## src/rtl/uart_tx_arbiter.sv

```systemverilog
// ---------------------------------------------------------------------------
// uart_tx_arbiter
//
// Round-robin arbiter that lets several word producers share one UART
// transmitter. A word from the granted requester is registered and held on
// the transmitter handshake until it is consumed. Priority then moves to the
// requester after the one just served.
//
// Optional feature (compile-time macro UART_TX_ARB_BURST_LOCK_EN):
//   burst lock. A requester that is still valid when its word is consumed
//   keeps the grant for up to max_burst consecutive words before priority
//   rotates. Without the macro there is no lock or counter logic.
//
// Parameters:
//   width      - word width in bits
//   requesters - number of requesters (2..16)
//   max_burst  - words per grant under burst lock (1..255); unused otherwise
//
// Ports:
//   clock      in   single clock; everything is on its rising edge
//   reset      in   synchronous, active-high reset
//   req_valid  in   [requesters]        requester i has a word pending
//   req_data   in   [requesters*width]  word i at bits [i*width +: width]
//   req_ready  out  [requesters]        one-hot accept strobe (IDLE only)
//   tx_valid   out                      word presented to the transmitter
//   tx_data    out  [width]             registered word
//   tx_ready   in                       transmitter can take a word
//   tx_source  out  [$clog2(requesters)] requester index of tx_data
//   busy       out                      a word is held (state SEND)
// ---------------------------------------------------------------------------
module uart_tx_arbiter #(
    parameter int width      = 8,
    parameter int requesters = 4,
    parameter int max_burst  = 4
) (
    input  logic                          clock,
    input  logic                          reset,
    input  logic [requesters-1:0]         req_valid,
    input  logic [requesters*width-1:0]   req_data,
    output logic [requesters-1:0]         req_ready,
    output logic                          tx_valid,
    output logic [width-1:0]              tx_data,
    input  logic                          tx_ready,
    output logic [$clog2(requesters)-1:0] tx_source,
    output logic                          busy
);

    localparam int SW = $clog2(requesters);

    // Parameter range guard, evaluated at elaboration only.
    if (requesters < 2 || requesters > 16 || max_burst < 1 || max_burst > 255) begin : g_param_check
        $error("uart_tx_arbiter: parameter out of range");
    end

    typedef enum logic [0:0] {
        IDLE = 1'b0,
        SEND = 1'b1
    } state_t;

    state_t          r_state;
    state_t          w_state_next;
    logic            r_tx_valid;
    logic [width-1:0] r_tx_data;
    logic [SW-1:0]   r_tx_source;
    logic [SW-1:0]   r_pointer;

    logic [SW-1:0]   w_start;
    logic [SW-1:0]   w_search_idx;
    logic [SW-1:0]   w_grant_idx;
    logic [SW-1:0]   w_src_next;
    logic            w_found;
    logic            w_accept;
    logic            w_handshake;
    logic            w_ptr_adv;

    // (base + off) mod requesters, valid for base, off < requesters.
    function automatic logic [SW-1:0] wrap_add(input logic [SW-1:0] base, input int off);
        int s;
        s = int'(base) + off;
        if (s >= requesters) begin
            s = s - requesters;
        end
        return s[SW-1:0];
    endfunction

    assign w_src_next  = wrap_add(r_tx_source, 1);
    assign w_handshake = r_tx_valid && tx_ready;

    // Circular search from w_start. Iterating downward lets the nearest
    // valid requester (smallest offset) overwrite any farther one.
    always_comb begin
        w_found      = 1'b0;
        w_search_idx = '0;
        for (int k = requesters - 1; k >= 0; k--) begin
            if (req_valid[wrap_add(w_start, k)]) begin
                w_found      = 1'b1;
                w_search_idx = wrap_add(w_start, k);
            end
        end
    end

`ifdef UART_TX_ARB_BURST_LOCK_EN
    logic       r_lock;
    logic [7:0] r_burst_cnt;
    logic       w_lock_hold;
    logic       w_lock_drop;
    logic       w_keep_lock;

    // While locked, tx_source still names the locked requester.
    assign w_lock_hold = r_lock && req_valid[r_tx_source];
    assign w_lock_drop = r_lock && !req_valid[r_tx_source] && (r_state == IDLE);
    assign w_keep_lock = req_valid[r_tx_source] && (r_burst_cnt < 8'(max_burst));

    // The pointer is frozen during a lock, so a dropped lock must search
    // from just past the locked requester in the same cycle.
    assign w_start     = r_lock ? w_src_next : r_pointer;
    assign w_grant_idx = w_lock_hold ? r_tx_source : w_search_idx;
    assign w_ptr_adv   = w_handshake ? !w_keep_lock : w_lock_drop;

    always_ff @(posedge clock) begin
        if (reset) begin
            r_lock      <= 1'b0;
            r_burst_cnt <= 8'd0;
        end else begin
            if (w_accept) begin
                r_burst_cnt <= w_lock_hold ? (r_burst_cnt + 8'd1) : 8'd1;
            end
            if (w_handshake) begin
                r_lock <= w_keep_lock;
            end else if (w_lock_drop) begin
                r_lock <= 1'b0;
            end
        end
    end
`else
    assign w_start     = r_pointer;
    assign w_grant_idx = w_search_idx;
    assign w_ptr_adv   = w_handshake;
`endif

    // FSM next state and accept strobe. req_ready is gated by reset so no
    // word is taken while the block is being reset.
    always_comb begin
        w_state_next = r_state;
        w_accept     = 1'b0;
        req_ready    = '0;
        case (r_state)
            IDLE: begin
                if (w_found && !reset) begin
                    req_ready[w_grant_idx] = 1'b1;
                    w_accept               = 1'b1;
                    w_state_next           = SEND;
                end
            end
            SEND: begin
                if (w_handshake) begin
                    w_state_next = IDLE;
                end
            end
            default: w_state_next = IDLE;
        endcase
    end

    always_ff @(posedge clock) begin
        if (reset) begin
            r_state     <= IDLE;
            r_tx_valid  <= 1'b0;
            r_tx_data   <= '0;
            r_tx_source <= '0;
            r_pointer   <= '0;
        end else begin
            r_state <= w_state_next;
            if (w_accept) begin
                r_tx_valid  <= 1'b1;
                r_tx_data   <= req_data[int'(w_grant_idx) * width +: width];
                r_tx_source <= w_grant_idx;
            end else if (w_handshake) begin
                r_tx_valid <= 1'b0;
            end
            if (w_ptr_adv) begin
                r_pointer <= w_src_next;
            end
        end
    end

    assign tx_valid  = r_tx_valid;
    assign tx_data   = r_tx_data;
    assign tx_source = r_tx_source;
    assign busy      = (r_state == SEND);

endmodule

```

## config.mk

```make
export PLATFORM = sky130hd
export DESIGN_NAME = uart_tx_arbiter
export DESIGN_NICKNAME = d
export VERILOG_FILES = /design/src/rtl/uart_tx_arbiter.sv
export SDC_FILE = /design/constraint.sdc
export NUM_CORES = 1
export LEC_CHECK = 0
export ABC_AREA = 1
export BUFFER_PORTS_ARGS = -buffer_cell sky130_fd_sc_hd__buf_2
export CAP_MARGIN = 20
export CORE_MARGIN = 1.5
export CORE_UTILIZATION = 35
export CTS_CLUSTER_SIZE = 16
export DETAILED_ROUTE_END_ITERATION = 16
export GPL_ROUTABILITY_DRIVEN = 0
export SYNTH_ARGS = -nofsm -noshare
export SYNTH_HDL_FRONTEND = slang
export SYNTH_SLANG_ARGS = --single-unit
export TNS_END_PERCENT = 20
```

## constraint.sdc

```tcl
create_clock -name clock -period 2.34 [get_ports clock]
set_clock_uncertainty 0.2 [all_clocks]
set_input_delay 0.468 -clock clock [delete_from_list [all_inputs] [get_ports clock]]
set_output_delay 0.468 -clock clock [all_outputs]
set_load 0.02 [all_outputs]
```

==> run_results.csv <==
group,metric,value,unit
cts,insertion_delay,0.28,ns
hold_path,hp-class,"input pin to flip-flop",
sta,tightest_slew,0.266,ns
logic_synthesis,synth_commonest_cells,"67 x nand2_1, 43 x nand3_1, 21 x inv_1",
cts,htree_levels,1,
logic_synthesis,yosysTopAreaCell,"dfxtp_1",
global_routing,grt_overflow,0,
setup_path,cp_num_cells,12,
placed_design,dp_cells,274,
detailed_routing,wirelength,3000,microns
setup_path,setup.worst_path.class,"flip-flop to output pin",
logic_synthesis,yosysUniqueCellTypes,20,
detailed_routing,drt-initial-drc-count,29,
placed_design,dpl_cell_area,0.00142,sq mm
finish,design_area,0.00161,sq mm
sta,setup_viol,4,
setup_path,cpMostUsedCell,"nand2_1",
detailed_routing,detail_route.wl_per_cell,10.6,microns
cts,cts_buffer_depth,2,
detailed_routing,drc,0,
cts,cts_tree,"built",
setup_path,crit_chain,"inv_6 -> nand2_1 -> nand2_2 -> nand2_1 -> nand2_1 -> nand3_1 -> nand2_1 -> nand2_2 -> inv_4 -> nand2_2 -> a21oi_2 -> buf_4",
power,power.density,811,mW/mm^2
die,die_w,58.4,microns
cts,cts_sinks,14,
detailed_routing,dr.pass1.iters,4,
finish,fin_cells,282,
finish,area_growth,49.8,%
finish,layout-drive-gt1-share,0.442,
power,leakagePower,0.924,nW
logic_synthesis,synth_area,0.00107,sq mm
die,rows,19,
logic_synthesis,synthMuxAreaShare,0,
logic_synthesis,synthAdderAreaFrac,0,
die,dieArea,0.00341,sq mm
cts,path_clk_slew,0.09,ns
logic_synthesis,synth_cells,184,
cts,hold_buffers,0,
sta,max_freq,411,MHz
run_status,status,"complete, but fails checks",
finish,nets,291,
sta,relSlewSlack,0.822,
setup_path,crit_slowest_cell,"dfxtp_4",
logic_synthesis,yosys_warnings,0,
global_routing,grt_pass1_vias,1181,
sta,worst_slack,-0.0917,ns
sta,final_max_slew_viol_count,0,
logic_synthesis,synth_top_family_by_area,"simple AND/OR/NAND/NOR gates",
sta,fin_crit_sh,1.04,
logic_synthesis,ys.flop_type,"dfxtp_1",
power,ir_drop,0.280,mV
logic_synthesis,synth_xor_area_frac,0.00815,
detailed_routing,ant_nets,0,
logic_synthesis,synth_edf_count,0,
detailed_routing,drt-vias-per-instance,4.72,
job,drv_cap,0,
setup_path,cp.required,1.67,ns
run_status,violations,"setup timing",
logic_synthesis,seq_area_frac_synth,0.261,
logic_synthesis,ys_async_sr_fraction,0,
global_routing,antenna_found_initial,0,
global_routing,grt_max_degree,15,
setup_path,max_stage_delay,0.39,ns
logic_synthesis,synth_top_area_share,0.261,
die,io_pins,55,
logic_synthesis,synth-simple-area-share,0.556,
logic_synthesis,synth_most_common_cell,"nand2_1",
setup_path,rr_worst_depth,14,
logic_synthesis,ys_ff_latch,14,
die,coreArea,0.00283,sq mm
setup_path,worstPathMaxFanout,8,
logic_synthesis,synth_area_leaders,"dfxtp_1 26%, nand2_1 23%, nand3_1 20%",
sta,min_period,2.43,ns
sta,hold_viol_final,0,
die,start_util,0.380,
logic_synthesis,synth_compound_area_frac,0.0442,
placed_design,place_hpwl,2310,microns
cts,cts_buffers,3,
hold_path,whs_path_depth,2,
global_routing,grt_usage,0.179,
logic_synthesis,syn_avg_cell_area,5.84,sq um
placed_design,portBuffers,54,
setup_path,cp-start-kind,"flip-flop",
finish,num_antenna_cells,0,
global_routing,grt_pass1_wl,4800,microns
sta,finalSetupTns,-0.278,ns
logic_synthesis,syn-num-nets,223,
setup_path,endpoint_kind,"output pin",
die,die_h,58.4,microns
cts,root_buffer,"clkbuf_4",
sta,whs,0.179,ns
detailed_routing,vias,1332,
setup_path,critical-path-top-delay-family,"simple AND/OR/NAND/NOR gates",
sta,rsz0062_at_grt,"yes",
setup_path,worstPathArrival,1.76,ns
setup_path,crit_buf_inv,3,
==> per-stage QoR <==
stage               power [mW]  setup slack [ns]   util
floorplan                0.816            0.0283      -
global placement          1.02            0.0207  0.503
detailed placement        1.02          -0.00924  0.503
CTS                       1.25           -0.0908  0.539
global route              1.41            -0.193  0.569
finish                    1.31           -0.0917  0.569
==> worst register-to-register path: stages (launching register included) <==
cell	delay, ns
dfxtp_4	0.42
nand2_1	0.08
and2_4	0.16
nand2_2	0.08
nand2_2	0.06
inv_1	0.05
nand2_1	0.08
nand2_4	0.11
nand2_4	0.08
buf_4	0.13
buf_4	0.17
nand2_1	0.07
nand3_1	0.09
nand3_1	0.12
nand2_1	0.05
==> layer usage <==
layer / up-vias / GRT usage / routed length, microns
met4: 0 / 0.0698 / 34
met5: - / 0 / 0
li1: 713 / - / -
met2: 38 / 0.302 / 1430
met3: 4 / 0.0242 / 137
met1: 577 / 0.231 / 1400
==> layout by cell type, fill, tap and decap left out <==
cell type  count
buf_6          2
nand2_2       15
buf_4         17
o21ai_0        4
inv_1         19
nand3_1       41
nor3_4         1
nand3_2        2
inv_6          1
nand2_4        6
nor2_4         4
dfxtp_4        2
clkbuf_8       1
and2_4         1
inv_4          2
nand2_1       57
o31ai_1        1
a21oi_1        3
xnor2_1        1
dfxtp_1       12
clkinv_1       1
nor2_2         2
clkbuf_4       3
nor2_1         1
a21oi_2        1
buf_2         50
inv_2          1
==> cells by family after synthesis <==
group | Yosys count
and+or+nand+nor | 130
AOI/OAI and AO/OA | 9
buffers and inverters | 30
xor gates and xnor gates | 1
DFF | 14
==> cell type report <==
class | count | area, sq um
fillers | 282 | 1220
multi-input cells | 140 | 747
repair buffers | 69 | 400
flip-flops and latches | 14 | 288
inverters | 24 | 100
well taps | 31 | 38.8
clock buffers | 4 | 36.3
==> timing repair <==
item,CTS,global route
pin swaps,9,9
resized for setup,17,22
setup endpoints to repair,4,4
buffers inserted,3,1
==> registers in the layout (all words and copies together) (netlist names) <==
signal / cells
tx_source: 2
busy: 1
r_pointer: 2
tx_data: 8
tx_valid: 1
==> report_power, final <==
part / internal (mW) / switching, mW / leakage (nW) / total (mW)
logic: 0.317 / 0.467 / 0.786 / 0.784
registers: 0.301 / 0.0404 / 0.117 / 0.341
clock network: 0.0947 / 0.0864 / 0.0210 / 0.181
total: 0.712 / 0.594 / 0.924 / 1.31
==> final timing paths <==
kind	start	end	slack (ns)
setup reg to reg	r_pointer[0]	tx_data[7]	0.28
hold reg to reg	tx_data[6]	tx_data[6]	0.25
setup / recovery	r_pointer[0]	req_ready[3]	-0.09
hold / removal	tx_ready	tx_valid	0.18
Note: power is estimated with default switching activity, not from simulation.
